$ cat config.mk
export PLATFORM = sky130hd
export DESIGN_NAME = exp_bias_add_pipe
export DESIGN_NICKNAME = d
export VERILOG_FILES = /design/src/rtl/fp_mac_pkg.sv /design/src/rtl/pipe_stage_reg.sv /design/src/rtl/exp_bias_add_pipe.sv
export SDC_FILE = /design/constraint.sdc
export NUM_CORES = 1
export LEC_CHECK = 0
export CORE_MARGIN = 3
export CORE_UTILIZATION = 60
export CTS_CLUSTER_SIZE = 30
export DETAILED_ROUTE_END_ITERATION = 7
export DONT_BUFFER_PORTS = 1
export PLACE_DENSITY = 0.81
export SETUP_SLACK_MARGIN = 0.1
export SLEW_MARGIN = 20
export SYNTH_ARGS = -nofsm -noshare
export SYNTH_HDL_FRONTEND = slang
export SYNTH_SLANG_ARGS = --single-unit
$ cat constraint.sdc
create_clock -name clk -period 1.5 [get_ports clk]
set_clock_uncertainty 0.1 [all_clocks]
set_input_delay 0.225 -clock clk [delete_from_list [all_inputs] [get_ports clk]]
set_output_delay 0.225 -clock clk [all_outputs]
set_load 0.005 [all_outputs]
$ cat src/rtl/fp_mac_pkg.sv
// Purpose : format constants and result-flag type shared by the FP MAC exponent datapath.
// Latency : n/a (types and constants only).
// Backpressure: n/a.
//
// Contents:
//   FP16_EW/FP16_BIAS, BF16_EW/BF16_BIAS, FP32_EW/FP32_BIAS : exponent width and bias per format
//   exp_flags_t : packed {ovf, unf, zero, special} result flags
//   FLAG_W      : bit width of exp_flags_t
package fp_mac_pkg;

    localparam int FP16_EW   = 5;
    localparam int FP16_BIAS = 15;
    localparam int BF16_EW   = 8;
    localparam int BF16_BIAS = 127;
    localparam int FP32_EW   = 8;
    localparam int FP32_BIAS = 127;

    typedef struct packed {
        logic ovf;
        logic unf;
        logic zero;
        logic special;
    } exp_flags_t;

    localparam int FLAG_W = $bits(exp_flags_t);

endpackage : fp_mac_pkg

$ cat src/rtl/pipe_stage_reg.sv
// Purpose : one valid/ready register slice carrying a W-bit payload.
// Latency : 1 cycle from in_valid&in_ready to out_valid.
// Backpressure: holds (bit-stable) while out_ready=0; in_ready = empty or draining this cycle.
//
// Ports:
//   clk, rst_n             : clock, async active-low reset
//   in_valid/in_ready      : upstream handshake
//   in_data                : payload captured on an accepted transfer
//   out_valid/out_ready    : downstream handshake
//   out_data               : registered payload
module pipe_stage_reg #(
    parameter int W = 8
) (
    input  logic         clk,
    input  logic         rst_n,
    input  logic         in_valid,
    output logic         in_ready,
    input  logic [W-1:0] in_data,
    output logic         out_valid,
    input  logic         out_ready,
    output logic [W-1:0] out_data
);

    logic         r_vld;
    logic [W-1:0] r_dat;

    // The slice can take a new word when it is empty or its current word
    // leaves this cycle. This is the only combinational ready path, so a
    // chain of slices passes out_ready back without touching the valid path.
    assign in_ready = !r_vld || out_ready;

    always_ff @(posedge clk or negedge rst_n) begin
        if (!rst_n) begin
            r_vld <= 1'b0;
            r_dat <= '0;
        end else if (in_ready) begin
            r_vld <= in_valid;
            // Data only moves on a real transfer; during a bubble the old
            // payload stays put, which keeps the outputs quiet.
            if (in_valid) begin
                r_dat <= in_data;
            end
        end
    end

    assign out_valid = r_vld;
    assign out_data  = r_dat;

endmodule : pipe_stage_reg

$ cat src/rtl/exp_bias_add_pipe.sv
// Purpose : biased exponent add for a floating-point multiplier (E_a + E_b - BIAS) with clamp and flags.
// Latency : STAGES cycles (1 or 2) from accepted operand pair to out_valid, one result per cycle.
// Backpressure: valid/ready; full pipe with out_ready=0 drops in_ready and freezes all outputs.
//
// Ports:
//   clk, rst_n                    : clock, async active-low reset
//   in_valid/in_ready             : operand handshake (in_ready is 0 during and until the edge after reset)
//   E_a, E_b [EW]                 : biased exponent fields
//   in_tag [TAGW]                 : sideband tag, carried unmodified
//   out_valid/out_ready           : result handshake
//   E_r [EW]                      : clamped biased result exponent
//   E_raw [EW+2]                  : signed unclamped E_a+E_b-BIAS for the normalizer
//   ovf, unf, zero, special       : result flags
//   out_tag [TAGW]                : tag travelling with the result
//
// Parameters: EW 4..11, BIAS, STAGES 1 or 2, FTZ (nonzero = flush zero inputs), TAGW.
module exp_bias_add_pipe
    import fp_mac_pkg::*;
#(
    parameter int EW     = FP16_EW,
    parameter int BIAS   = 2**(EW-1)-1,
    parameter int STAGES = 1,
    parameter int FTZ    = 1,
    parameter int TAGW   = 4
) (
    input  logic            clk,
    input  logic            rst_n,
    input  logic            in_valid,
    output logic            in_ready,
    input  logic [EW-1:0]   E_a,
    input  logic [EW-1:0]   E_b,
    input  logic [TAGW-1:0] in_tag,
    output logic            out_valid,
    input  logic            out_ready,
    output logic [EW-1:0]   E_r,
    output logic [EW+1:0]   E_raw,
    output logic            ovf,
    output logic            unf,
    output logic            zero,
    output logic            special,
    output logic [TAGW-1:0] out_tag
);

    // Two guard bits: the top one is the sign, the other absorbs the carry of
    // two EW-bit operands, so the result never wraps for any input pair.
    localparam int            RW     = EW + 2;
    localparam logic [RW-1:0] BIAS_X = RW'(BIAS);
    localparam logic [RW-1:0] MAXE_X = RW'((2**EW) - 1);

    // Payload layout, MSB first: tag, E_r, E_raw, flags.
    localparam int PW = TAGW + EW + RW + FLAG_W;

    //------------------------------------------------------------------
    // Reset release gate
    //------------------------------------------------------------------
    // Cleared asynchronously by reset and set on the first edge after
    // release. It keeps in_ready low while rst_n is low (the empty slices
    // would otherwise advertise ready) and blocks any transfer on the
    // release edge itself.
    logic r_run;

    always_ff @(posedge clk or negedge rst_n) begin
        if (!rst_n) begin
            r_run <= 1'b0;
        end else begin
            r_run <= 1'b1;
        end
    end

    //------------------------------------------------------------------
    // Stage-1 combinational arithmetic
    //------------------------------------------------------------------
    logic [RW-1:0] w_raw;
    logic          w_special;
    logic          w_zero;
    logic          w_ovf;
    logic          w_unf;
    logic          w_raw_le0;
    logic [EW-1:0] w_er;
    exp_flags_t    w_flags;

    // Zero-extend both operands, then subtract the bias; the modular sum in
    // RW bits is the exact two's-complement result.
    assign w_raw = {2'b00, E_a} + {2'b00, E_b} - BIAS_X;

    assign w_special = (E_a == '1) || (E_b == '1);
    assign w_zero    = (E_a == '0) || (E_b == '0);

    // Overflow compares against the all-ones code: that code is reserved
    // for Inf/NaN, so landing on it is already out of range.
    assign w_ovf     = ($signed(w_raw) >= $signed(MAXE_X)) && !w_special;

    // Non-positive means negative (sign bit) or exactly zero.
    assign w_raw_le0 = w_raw[RW-1] || (w_raw == '0);
    assign w_unf     = w_raw_le0 && !w_special && !w_zero;

    // Result exponent precedence: special dominates, so Inf*0 yields the
    // all-ones code even though zero is also flagged. With FTZ off a zero
    // input only raises the flag and the numeric rules decide E_r.
    always_comb begin
        w_er = w_raw[EW-1:0];
        if (w_special) begin
            w_er = '1;
        end else if (w_zero && (FTZ != 0)) begin
            w_er = '0;
        end else if (w_ovf) begin
            w_er = '1;
        end else if (w_unf) begin
            w_er = '0;
        end
    end

    always_comb begin
        w_flags         = '0;
        w_flags.ovf     = w_ovf;
        w_flags.unf     = w_unf;
        w_flags.zero    = w_zero;
        w_flags.special = w_special;
    end

    //------------------------------------------------------------------
    // Register slice chain
    //------------------------------------------------------------------
    // Index 0 is the combinational input side, index STAGES the output side.
    // Slices after the first only re-register the payload.
    logic          w_vld [0:STAGES];
    logic          w_rdy [0:STAGES];
    logic [PW-1:0] w_dat [0:STAGES];

    assign w_vld[0]      = in_valid && r_run;
    assign w_dat[0]      = {in_tag, w_er, w_raw, w_flags};
    assign w_rdy[STAGES] = out_ready;
    assign in_ready      = w_rdy[0] && r_run;

    genvar gi;
    generate
        for (gi = 0; gi < STAGES; gi++) begin : g_stage
            pipe_stage_reg #(
                .W (PW)
            ) u_stage (
                .clk       (clk),
                .rst_n     (rst_n),
                .in_valid  (w_vld[gi]),
                .in_ready  (w_rdy[gi]),
                .in_data   (w_dat[gi]),
                .out_valid (w_vld[gi+1]),
                .out_ready (w_rdy[gi+1]),
                .out_data  (w_dat[gi+1])
            );
        end
    endgenerate

    //------------------------------------------------------------------
    // Output unpack
    //------------------------------------------------------------------
    exp_flags_t w_out_flags;

    assign out_valid   = w_vld[STAGES];
    assign {out_tag, E_r, E_raw, w_out_flags} = w_dat[STAGES];
    assign ovf         = w_out_flags.ovf;
    assign unf         = w_out_flags.unf;
    assign zero        = w_out_flags.zero;
    assign special     = w_out_flags.special;

endmodule : exp_bias_add_pipe

==> metrics.md, run 1 <==
| Metric | Value |
|---|---|
| Height of the chip | `just over 50 um` |
| Total half-perimeter wirelength after legalization and detailed placement | `approximately 2300 um` |
| Number of nets produced by synthesis | `around 160` |
| Sequential element share of the synthesized area | `0.4560` |
| Mapped cell area | `between 0.001 and 0.0015 mm^2` |
| Synth top area cells | `dfrtp_1, ha_1, nand2_1, o21ai_0, inv_1` |
| Library cell with the largest summed area after synthesis | `dfrtp_1` |
| RD Place Congestion | `between 0.8 and 0.9` |
| Post-synth EDFFs | `0` |
| Number of CTS-inserted buffers | `3` |
| Error message | `[ERROR DPL-0038] Utilization greater than 100%, impossible to legalize` |
| Post-synthesis share of cell area spent on and, or, nand and nor gates | `0.2207` |
| Post-synthesis xor/xnor area fraction | `0.02176` |
| Compound-cell area share of the yosys netlist | `0.1440` |
| Stage where the flow stopped | `5_1_grt` |
| Distinct cells, synth | `35` |
| Share of the synthesized area in the top cell type | `0.4560` |
| Worst Endpoint after GRT Repair | `g_stage[0].u_stage.out_data[12]$_DFFE_PN0P_/D` |
| Yosys reg bits | `22` |
| Async set or reset register ratio after synthesis | `1.000` |
| Starting utilization of the core area | `0.6632` |
| Num rows | `15` |
| Synthesized instance count | `between 100 and 150` |
| Top flip-flop cell by instance count after synthesis | `dfrtp_1` |
| Max clock buf depth | `2` |
| Buffers on Ports | `0` |
| Post-placement cell area | `0.001521 mm^2` |
| Kind of the worst endpoint | `sequential cell input` |
| Largest net degree at the start of global routing | `23` |
| Post-Synthesis Mean Instance Area | `about 9.3 um^2` |
| Run status | `stopped before the end` |
| Fraction of synthesized area in multiplexers | `0` |
| Count of clock tree sinks | `22` |
| Adder and majority gate portion of the synthesized area | `0.1098` |
| Ports | `40` |
| CTS Root Cell | `clkbuf_4` |
| Die width | `50.86 um` |
| Dominant combinational cell family by area after synthesis | `simple AND/OR/NAND/NOR gates` |
| Number of levels the H-tree was split into | `1` |
| Synthesis Warnings | `0` |
## timing repair
item                                    4_1_cts
gates cloned                                  0
hold endpoints to repair                     26
endpoints found under the setup margin       13
setup buffers                                 4
gates resized for setup                      15
hold buffers                                  5
pin swaps                                     5
## per-stage QoR
stage               worst slack (ns)  cells  setup TNS [ns]  hold slack (ns)    util
floorplan                    -0.5400    130          -4.259          -0.1706       -
global placement             -0.6580    172          -5.248          -0.1701  0.8357
detailed placement           -0.6731    172          -5.592          -0.1701  0.8357
CTS                          -0.3251    184          -2.224          0.07242  0.9485
## logic make-up after synthesis
kind of cell,Yosys count
adders and majority gates,10
other,1
and+or+nand+nor,54
AOI/OAI and AO/OA,26
xor gates and xnor gates,3
DFF,22
buffers and inverters,14
## Yosys cell counts, types with 2 or more instances
cell,instances
or4_1,2
clkbuf_1,2
nand2b_1,2
nor2_1,7
dfrtp_1,22
inv_1,10
o21ai_0,12
nand3_1,3
and3_1,2
nand4_1,2
nand2_1,29
xor2_1,2
ha_1,9
o311ai_1,3
a21oi_1,3
==> run 2, diff against run 1 <==
--- a/config.mk
+++ b/config.mk
@@ -5,13 +5,11 @@
 export SDC_FILE = /design/constraint.sdc
 export NUM_CORES = 1
 export LEC_CHECK = 0
-export CORE_MARGIN = 3
-export CORE_UTILIZATION = 60
-export CTS_CLUSTER_SIZE = 30
+export CORE_AREA = 3 3 64 66
 export DETAILED_ROUTE_END_ITERATION = 7
+export DIE_AREA = 0 0 67 69
 export DONT_BUFFER_PORTS = 1
-export PLACE_DENSITY = 0.81
-export SETUP_SLACK_MARGIN = 0.1
+export PLACE_DENSITY_LB_ADDON = 0.15
 export SLEW_MARGIN = 20
 export SYNTH_ARGS = -nofsm -noshare
 export SYNTH_HDL_FRONTEND = slang
==> run 2 against run 1 <==
  * The flow now finishes, with violations (setup timing)
  * Synthesized area is the same
  * Synthesized cell count unchanged
==> metrics.md, run 2 <==
| Metric | Value |
|---|---|
| Run status | `finished with violations (was stopped before the end)` |
| Violations in the final reports | `setup timing` |
| Classification of the worst setup path | `in -> reg` |
| Post-route insts no fill | `around 210` |
| Mean routed wirelength per cell | `between 10 and 15 um` |
| Internal Pwr Total | `1.233 mW` |
| Global routing met1 resource utilization | `0.1555` |
| Cell with the largest stage delay on the worst path | `or3b_4` |
| CP endpoint kind | `register` |
| Floorplan Core Area | `~0.0036 mm^2` |
| Switching power total | `0.5517 mW` |
| Unrepaired setup endpoints after global routing | `yes` |
| Count of clock tree sinks | `22 (unchanged)` |
| Die width | `67 um (was 50.86 um)` |
| Required time worst endpoint | `1.52 ns` |
| Min Tclk post-route | `between 1.5 and 2 ns` |
| Layout-stage area growth over the synthesis result | `47.36%` |
| Mapped cell area | `0.001207 mm^2 (unchanged)` |
| Utilization after layout | `0.4897` |
| Reg-to-Reg End | `g_stage[0].u_stage.out_data[13]` |
| Final Hold Slack | `around 0.14 ns` |
| Leak pwr | `a little under 0.8 nW` |
| Number of remaining DRC errors | `0` |
| Buffers on Ports | `0 (unchanged)` |
| CTS Root Cell | `clkbuf_8 (was clkbuf_4)` |
| Num rows | `22 (was 15)` |
| Share of final-layout standard cells stronger than drive strength 1 | `0.4025` |
| Number of levels the H-tree was split into | `1 (unchanged)` |
| Endpoints failing setup | `10` |
| Number of cells traversed by the worst hold path | `3` |
| Library cell with the largest summed area after synthesis | `dfrtp_1 (unchanged)` |
| Post-layout total power | `about 1.8 mW` |
| Synth top area cells | `dfrtp_1, ha_1, nand2_1, o21ai_0, inv_1 (unchanged)` |
| Timing-limited maximum frequency | `531.9 MHz` |
| Number of CTS-inserted buffers | `3 (unchanged)` |
| Top flip-flop cell by instance count after synthesis | `dfrtp_1 (unchanged)` |
| Share of the synthesized area in the top cell type | `0.4560 (unchanged)` |
| Starting utilization of the core area | `0.3323 (was 0.6632)` |
| RD Place Congestion | `0.8330 (was 0.8230)` |
| Clock tree from TritonCTS | `yes` |
| Sequential element share of the synthesized area | `0.4560 (unchanged)` |
| Data arrival time of the critical path | `between 1.5 and 2 ns` |
| Synthesis Warnings | `0 (unchanged)` |
| Met3 Usage GRT | `0.02932` |
| Post-synth EDFFs | `0 (unchanged)` |
| Total of max-cap violations | `0` |
| Filler Cell Count | `approximately 350` |
| Distinct cells, synth | `35 (unchanged)` |
| Worst-Skew Late Latency | `~0.25 ns` |
| Switching power as a share of total power | `0.3092` |
| Count of final hold-check violations | `0` |
| Largest net degree at the start of global routing | `23` |
| Chain of cells forming the critical path | `ha_4 -> ha_4 -> a211o_1 -> and3_4 -> or3b_4 -> o2111ai_4 -> o311ai_2` |
| Clock power share | `0.196` |
| Most common cell after layout, fill and taps aside | `nand2_1` |
| Most utilized layer in the global route result | `met2` |
| Flip-flop count of the largest register, all copies and words added | `20` |
| Post-Synthesis Mean Instance Area | `9.288 um^2 (unchanged)` |
| Synthesized instance count | `130 (unchanged)` |
| Number of cell instances on the worst register-to-register path | `6` |
| Cell area power density | `around 1000 mW/mm^2` |
| Total half-perimeter wirelength after legalization and detailed placement | `2344 um (was 2333 um)` |
| CP Launch Type | `input pin` |
| Multi-input gate area | `~830 um^2` |
| Vias in the first global route | `1,095` |
| Wire length of the first global-routing pass | `around 4800 um` |
| Vias | `between 1,000 and 1,500` |
| Clock transition at the registers of the reported paths | `0.07 ns` |
| Ports | `40 (unchanged)` |
| Iter 0 DRT Violations | `34` |
| Most common cell type on the critical path | `ha_4` |
| Detailed-routing iteration count for the pre-antenna-repair pass | `4` |
| R2R Path Start | `g_stage[0].u_stage.out_valid` |
| Reg-to-reg slack, setup | `-0.10 ns` |
| HP Start | `out_ready` |
| Least setup slack across all paths after layout | `-0.3802 ns` |
| Layout net count | `approximately 190` |
| Max clock buf depth | `2 (unchanged)` |
| Overflow after GRT | `0` |
| Height of the chip | `69 um (was 50.86 um)` |
| Global-route track usage on met2 | `0.2249` |
| Number of instances in the placed design | `192 (was 172)` |
| Number of nets produced by synthesis | `158 (unchanged)` |
| Comb power frac | `0.359` |
| Sequential Area | `about 550 um^2` |
| Worst Hold Endpoint | `g_stage[0].u_stage.out_valid` |
| Most frequent cells in the layout | `nand2_1, dfrtp_1, buf_4` |
| Worst vdd rail ir drop | `roughly 0.37 mV` |
| Post-route fraction of the period consumed by the critical path | `1.253` |
| Ranking of synthesized cells by instance count | `nand2_1, dfrtp_1, o21ai_0, inv_1, ha_1 (unchanged)` |
| Initial antenna violation count | `0` |
| Classification of the worst-slack hold path | `in -> reg` |
| Final slew viol count | `0` |
| Cell area after layout | `0.001779 mm^2` |
| Post-placement cell area | `0.001528 mm^2 (was 0.001521 mm^2)` |
| Proportion of power drawn by flip-flops and latches | `0.445` |
| Inserted Diodes | `0` |
| Count of nets left with antenna violations after detail routing | `0` |
| Delay contributed by the slowest stage of the critical path | `0.44 ns` |
| Aggregate global-route resource usage | `0.1322` |
| Post-Route WL | `between 2000 and 3000 um` |
| Cell with the most instances after synthesis | `nand2_1 (unchanged)` |
| Highest net fanout along the worst path | `5` |
| Full die area | `around 0.0046 mm^2` |
| Async set or reset register ratio after synthesis | `1.000 (unchanged)` |
| Yosys reg bits | `22 (unchanged)` |
| Detail-routed via count per cell | `around 5` |
[run 2: cell counts after synthesis]
No cell type changed its count.
[run 2: cell families (layout without fill, tap and decap cells)]
family / after synthesis / count (layout) / share of synthesized area
and+or+nand+nor: 54 / 54 / 0.2207
AOI/OAI and AO/OA: 26 / 26 / 0.1441
DFF: 22 / 22 / 0.4560
buffers and inverters: 14 / 43 / 0.04456
adders and majority gates: 10 / 10 / 0.1098
xor gates and xnor gates: 3 / 3 / 0.02177
other: 1 / 1 / 0.003106
[run 2: metal layers]
metal,up-vias,part of all wire
met5,-,0
met4,0,0.014
met3,4,0.072
met2,32,0.49
met1,487,0.42
li1,501,-
[run 2: per-stage QoR]
step | TNS, ns | setup WS [ns]
2_1_floorplan | -4.280 | -0.5400
3_3_place_gp | -5.787 | -0.6859
3_5_place_dp | -6.099 | -0.7074
4_1_cts | -2.873 | -0.3704
5_1_grt | -3.750 | -0.4441
6_report | -3.138 | -0.3802
[run 2: power groups by stage]
| stage | Combinational, mW | Sequential [mW] | Clock [mW] |
|---|---|---|---|
| 6_report | 0.641 | 0.794 | 0.349 |
| 5_1_grt | 0.712 | 0.808 | 0.382 |
| 4_1_cts | 0.581 | 0.799 | 0.360 |
| 3_5_place_dp | 0.488 | 0.811 | 0 |
| 3_3_place_gp | 0.480 | 0.807 | 0 |
| 2_1_floorplan | 0.325 | 0.783 | 0 |
[run 2: worst max-delay path, delay by kind of cell]
kind / cells / cell delay (ns)
simple gates: 2 / 0.62
compound gates: 3 / 0.61
fa+ha+maj: 2 / 0.44
[run 2: what timing repair did]
action,CTS,global route
gates resized for setup,13,9
setup endpoints to repair,11,10
hold buffers,5,1
buffers inserted,2,5
endpoints found under the hold margin,26,22
pin swaps,12,2
[run 2: worst max path at each step]
stage / start / end / slack [ns] / cells past startpoint
floorplan: E_b[1] / g_stage[0].u_stage.out_data[2] / -0.54 / 10
global placement: E_b[1] / g_stage[0].u_stage.out_data[13] / -0.69 / 10
detailed placement: E_a[0] / g_stage[0].u_stage.out_data[13] / -0.71 / 12
CTS: E_b[2] / g_stage[0].u_stage.out_data[11] / -0.37 / 7
global route: E_b[1] / g_stage[0].u_stage.out_data[12] / -0.44 / 9
finish: E_b[2] / g_stage[0].u_stage.out_data[11] / -0.38 / 7
[run 2: layout make-up]
cell class	instances	share of cell area
multi-input combinational	94	0.4677
sequential	22	0.3094
timing repair buffer	30	0.1449
tap	48	0.03376
clock buffer	3	0.02321
inverter	10	0.02110
(Power assumes the default switching activity.)
==> run 3, diff against run 2 <==
--- a/config.mk
+++ b/config.mk
@@ -10,6 +10,7 @@
 export DIE_AREA = 0 0 67 69
 export DONT_BUFFER_PORTS = 1
 export PLACE_DENSITY_LB_ADDON = 0.15
+export RECOVER_POWER = 100
 export SLEW_MARGIN = 20
 export SYNTH_ARGS = -nofsm -noshare
 export SYNTH_HDL_FRONTEND = slang
==> constraint.sdc (replaced) <==
create_clock -name clk -period 2.1 [get_ports clk]
set_clock_uncertainty 0.1 [all_clocks]
set_input_delay 0.315 -clock clk [delete_from_list [all_inputs] [get_ports clk]]
set_output_delay 0.315 -clock clk [all_outputs]
set_load 0.005 [all_outputs]
==> run 3 against run 2 <==
  * Critical path type unchanged
  * Setup slack improved by 0.50 ns
  * Final area fell by 12%
  * First-iteration DRC count did not move
  * Cell count fell by 7.7%
  * Routed wire length fell by 5.6%
  * Critical path depth rose by 5
  * Sequential power fell by 29%
  * Largest cell class unchanged
  * Critical endpoint is now g_stage[0].u_stage.out_data[14]
  * Largest power group unchanged
  * Power fell by 28%
  * The run now ends clean
  * Die area did not move
  * Non-clock buffer count fell by 17
==> metrics.md, run 3 (synthesized netlist as in run 2, its figures left out) <==
| Metric | Value |
|---|---|
| Height of the chip | `69 um (unchanged)` |
| Largest net degree at the start of global routing | `23 (unchanged)` |
| Classification of the worst setup path | `in -> reg (unchanged)` |
| Cell area after layout | `0.001558 mm^2 (was 0.001779 mm^2)` |
| CP Launch Type | `input pin (unchanged)` |
| Mean routed wirelength per cell | `14.74 um (was 14.41 um)` |
| Detail-routed via count per cell | `5.010 (was 4.947)` |
| Number of CTS-inserted buffers | `3 (unchanged)` |
| Ports | `40 (unchanged)` |
| Delay contributed by the slowest stage of the critical path | `0.38 ns (was 0.44 ns)` |
| CTS Root Cell | `clkbuf_8 (unchanged)` |
| Required time worst endpoint | `2.16 ns (was 1.52 ns)` |
| Timing-limited maximum frequency | `between 500 and 600 MHz` |
| Max clock buf depth | `2 (unchanged)` |
| Num rows | `22 (unchanged)` |
| Most frequent cells in the layout | `nand2_1, dfrtp_1, o21ai_0 (was nand2_1, dfrtp_1, buf_4)` |
| Tightest Pin Transition | `about 1.2 ns` |
| Wire length of the first global-routing pass | `4650 um (was 4802 um)` |
| Vias in the first global route | `976 (was 1,095)` |
| Post-Route Setup TNS | `0 ns (was -3.138 ns)` |
| Number of levels the H-tree was split into | `1 (unchanged)` |
| Cell with the largest stage delay on the worst path | `fa_2 (was or3b_4)` |
| Cell area power density | `828.7 mW/mm^2 (was 1003 mW/mm^2)` |
| Post-layout total power | `1.291 mW (was 1.784 mW)` |
| Clock transition at the registers of the reported paths | `0.08 ns (was 0.07 ns)` |
| Cell type group with the largest total delay on the critical path | `adder cells (was simple AND/OR/NAND/NOR gates)` |
| Chain of cells forming the critical path | `inv_1 -> ha_2 -> inv_2 -> ha_4 -> inv_2 -> fa_2 -> nand2b_4 -> a21oi_4 -> xnor2_2 -> nand3_2 -> nand3_4 -> o311ai_1 (was ha_4 -> ha_4 -> a211o_1 -> and3_4 -> or3b_4 -> o2111ai_4 -> o311ai_2)` |
| Share of final-layout standard cells stronger than drive strength 1 | `0.2587 (was 0.4025)` |
| Worst vdd rail ir drop | `0.2373 mV (was 0.3676 mV)` |
| Flip-flop count of the largest register, all copies and words added | `20 (unchanged)` |
| CP endpoint kind | `register (unchanged)` |
| Overflow after GRT | `0 (unchanged)` |
| Full die area | `0.004623 mm^2 (unchanged)` |
| RD Place Congestion | `0.8795 (was 0.8330)` |
| Detailed-routing iteration count for the pre-antenna-repair pass | `4 (unchanged)` |
| Clock tree from TritonCTS | `yes (unchanged)` |
| Iter 0 DRT Violations | `34 (unchanged)` |
| Layout-stage area growth over the synthesis result | `29.02% (was 47.36%)` |
| Total of max-cap violations | `0 (unchanged)` |
| Sum of buffers and inverters on the critical path | `3 (was 0)` |
| Inserted Diodes | `0 (unchanged)` |
| Number of remaining DRC errors | `0 (unchanged)` |
| Initial antenna violation count | `0 (unchanged)` |
| Total half-perimeter wirelength after legalization and detailed placement | `2308 um (was 2344 um)` |
| Unrepaired setup endpoints after global routing | `no (was yes)` |
| Count of clock tree sinks | `22 (unchanged)` |
| Most common cell type on the critical path | `inv_2 (was ha_4)` |
| Data arrival time of the critical path | `2.04 ns (was 1.90 ns)` |
| Vias | `957 (was 1,024)` |
| Aggregate global-route resource usage | `0.1294 (was 0.1322)` |
| Run status | `complete, no violations (was finished with violations)` |
| Final slew viol count | `0 (unchanged)` |
| Post-Route WL | `2815 um (was 2982 um)` |
| Die width | `67 um (unchanged)` |
| Slew margin rel. | `0.2179` |
| Count of nets left with antenna violations after detail routing | `0 (unchanged)` |
| Starting utilization of the core area | `0.3323 (unchanged)` |
| Utilization after layout | `0.4287 (was 0.4897)` |
| Min Tclk post-route | `around 2 ns` |
| Number of buffers inserted by post-CTS setup repair | `0 (was 2)` |
| Layout net count | `172 (was 189)` |
| Floorplan Core Area | `0.003633 mm^2 (unchanged)` |
| Count of final hold-check violations | `0 (unchanged)` |
| Highest net fanout along the worst path | `5 (unchanged)` |
| Endpoints failing setup | `0 (was 10)` |
| Worst-Skew Late Latency | `0.26 ns (was 0.25 ns)` |
| Classification of the worst-slack hold path | `in -> reg (unchanged)` |
| Reg-to-reg slack, setup | `0.26 ns (was -0.10 ns)` |
| Leak pwr | `0.6957 nW (was 0.7855 nW)` |
| Post-route fraction of the period consumed by the critical path | `0.9412` |
| Most common cell after layout, fill and taps aside | `nand2_1 (unchanged)` |
| Post-placement cell area | `0.001469 mm^2 (was 0.001528 mm^2)` |
| Buffers on Ports | `0 (unchanged)` |
[run 3: cell types whose count changed in the layout (fill, tap and decap cells not counted), moves of 2 or more]
cell           change
buf_4              -8
buf_6              -6
dlygate4sd3_1      -4
o21ai_0            +4
a21oi_1            +2
a21oi_2            -2
clkbuf_1           +2
ha_4               -2
nor2_1             +2
o21ai_1            -2
o21ai_2            -2
o311ai_1           +2
[run 3: metrics by stage]
step           hold WS (ns)  instances  worst slack, ns
6_report            0.06025        191           0.1234
5_1_grt             0.05666        191         0.007072
4_1_cts             0.05403        190           0.1087
3_5_place_dp       -0.07991        185          -0.1795
3_3_place_gp       -0.08007        185          -0.1662
2_1_floorplan      -0.08059        130         -0.02997
[run 3: routing by layer]
| layer | global-route usage | part of all wire |
|---|---|---|
| met3 | 0.02117 | 0.076 |
| met1 | 0.1703 | 0.43 |
| met4 | 0.06081 | 0.021 |
| met5 | 0 | 0 |
| met2 | 0.2031 | 0.48 |
[run 3: cell type report]
cell class                 count  area, um^2
clock buffer                   3       41.29
clock inverter                 1       30.03
fill                         357        2076
inverter                      10       37.54
multi-input combinational     94       745.7
sequential                    22       550.5
tap                           48       60.06
timing repair buffer          13       92.59
[run 3: worst paths after layout]
path / from / to / cells after the start
max reg2reg: g_stage[0].u_stage.out_valid / g_stage[0].u_stage.out_data[9] / 5
min in group asynchronous: rst_n / g_stage[0].u_stage.out_data[0] / 2
min: in_tag[1] / g_stage[0].u_stage.out_data[17] / 2
max: E_a[0] / g_stage[0].u_stage.out_data[14] / 12
min reg2reg: g_stage[0].u_stage.out_data[18] / g_stage[0].u_stage.out_data[18] / 2
max in group asynchronous: rst_n / g_stage[0].u_stage.out_data[9] / 2
[run 3: what timing repair did]
action / in CTS / in global routing
hold endpoints to repair: 22 / 22
hold buffers: 1 / 1
endpoints found under the setup margin: 0 / 1
gates resized for setup: 0 / 1
[run 3: power breakdown]
group	switching [mW]	internal, mW
Sequential	0.0621	0.505
Clock	0.133	0.254
Combinational	0.170	0.166
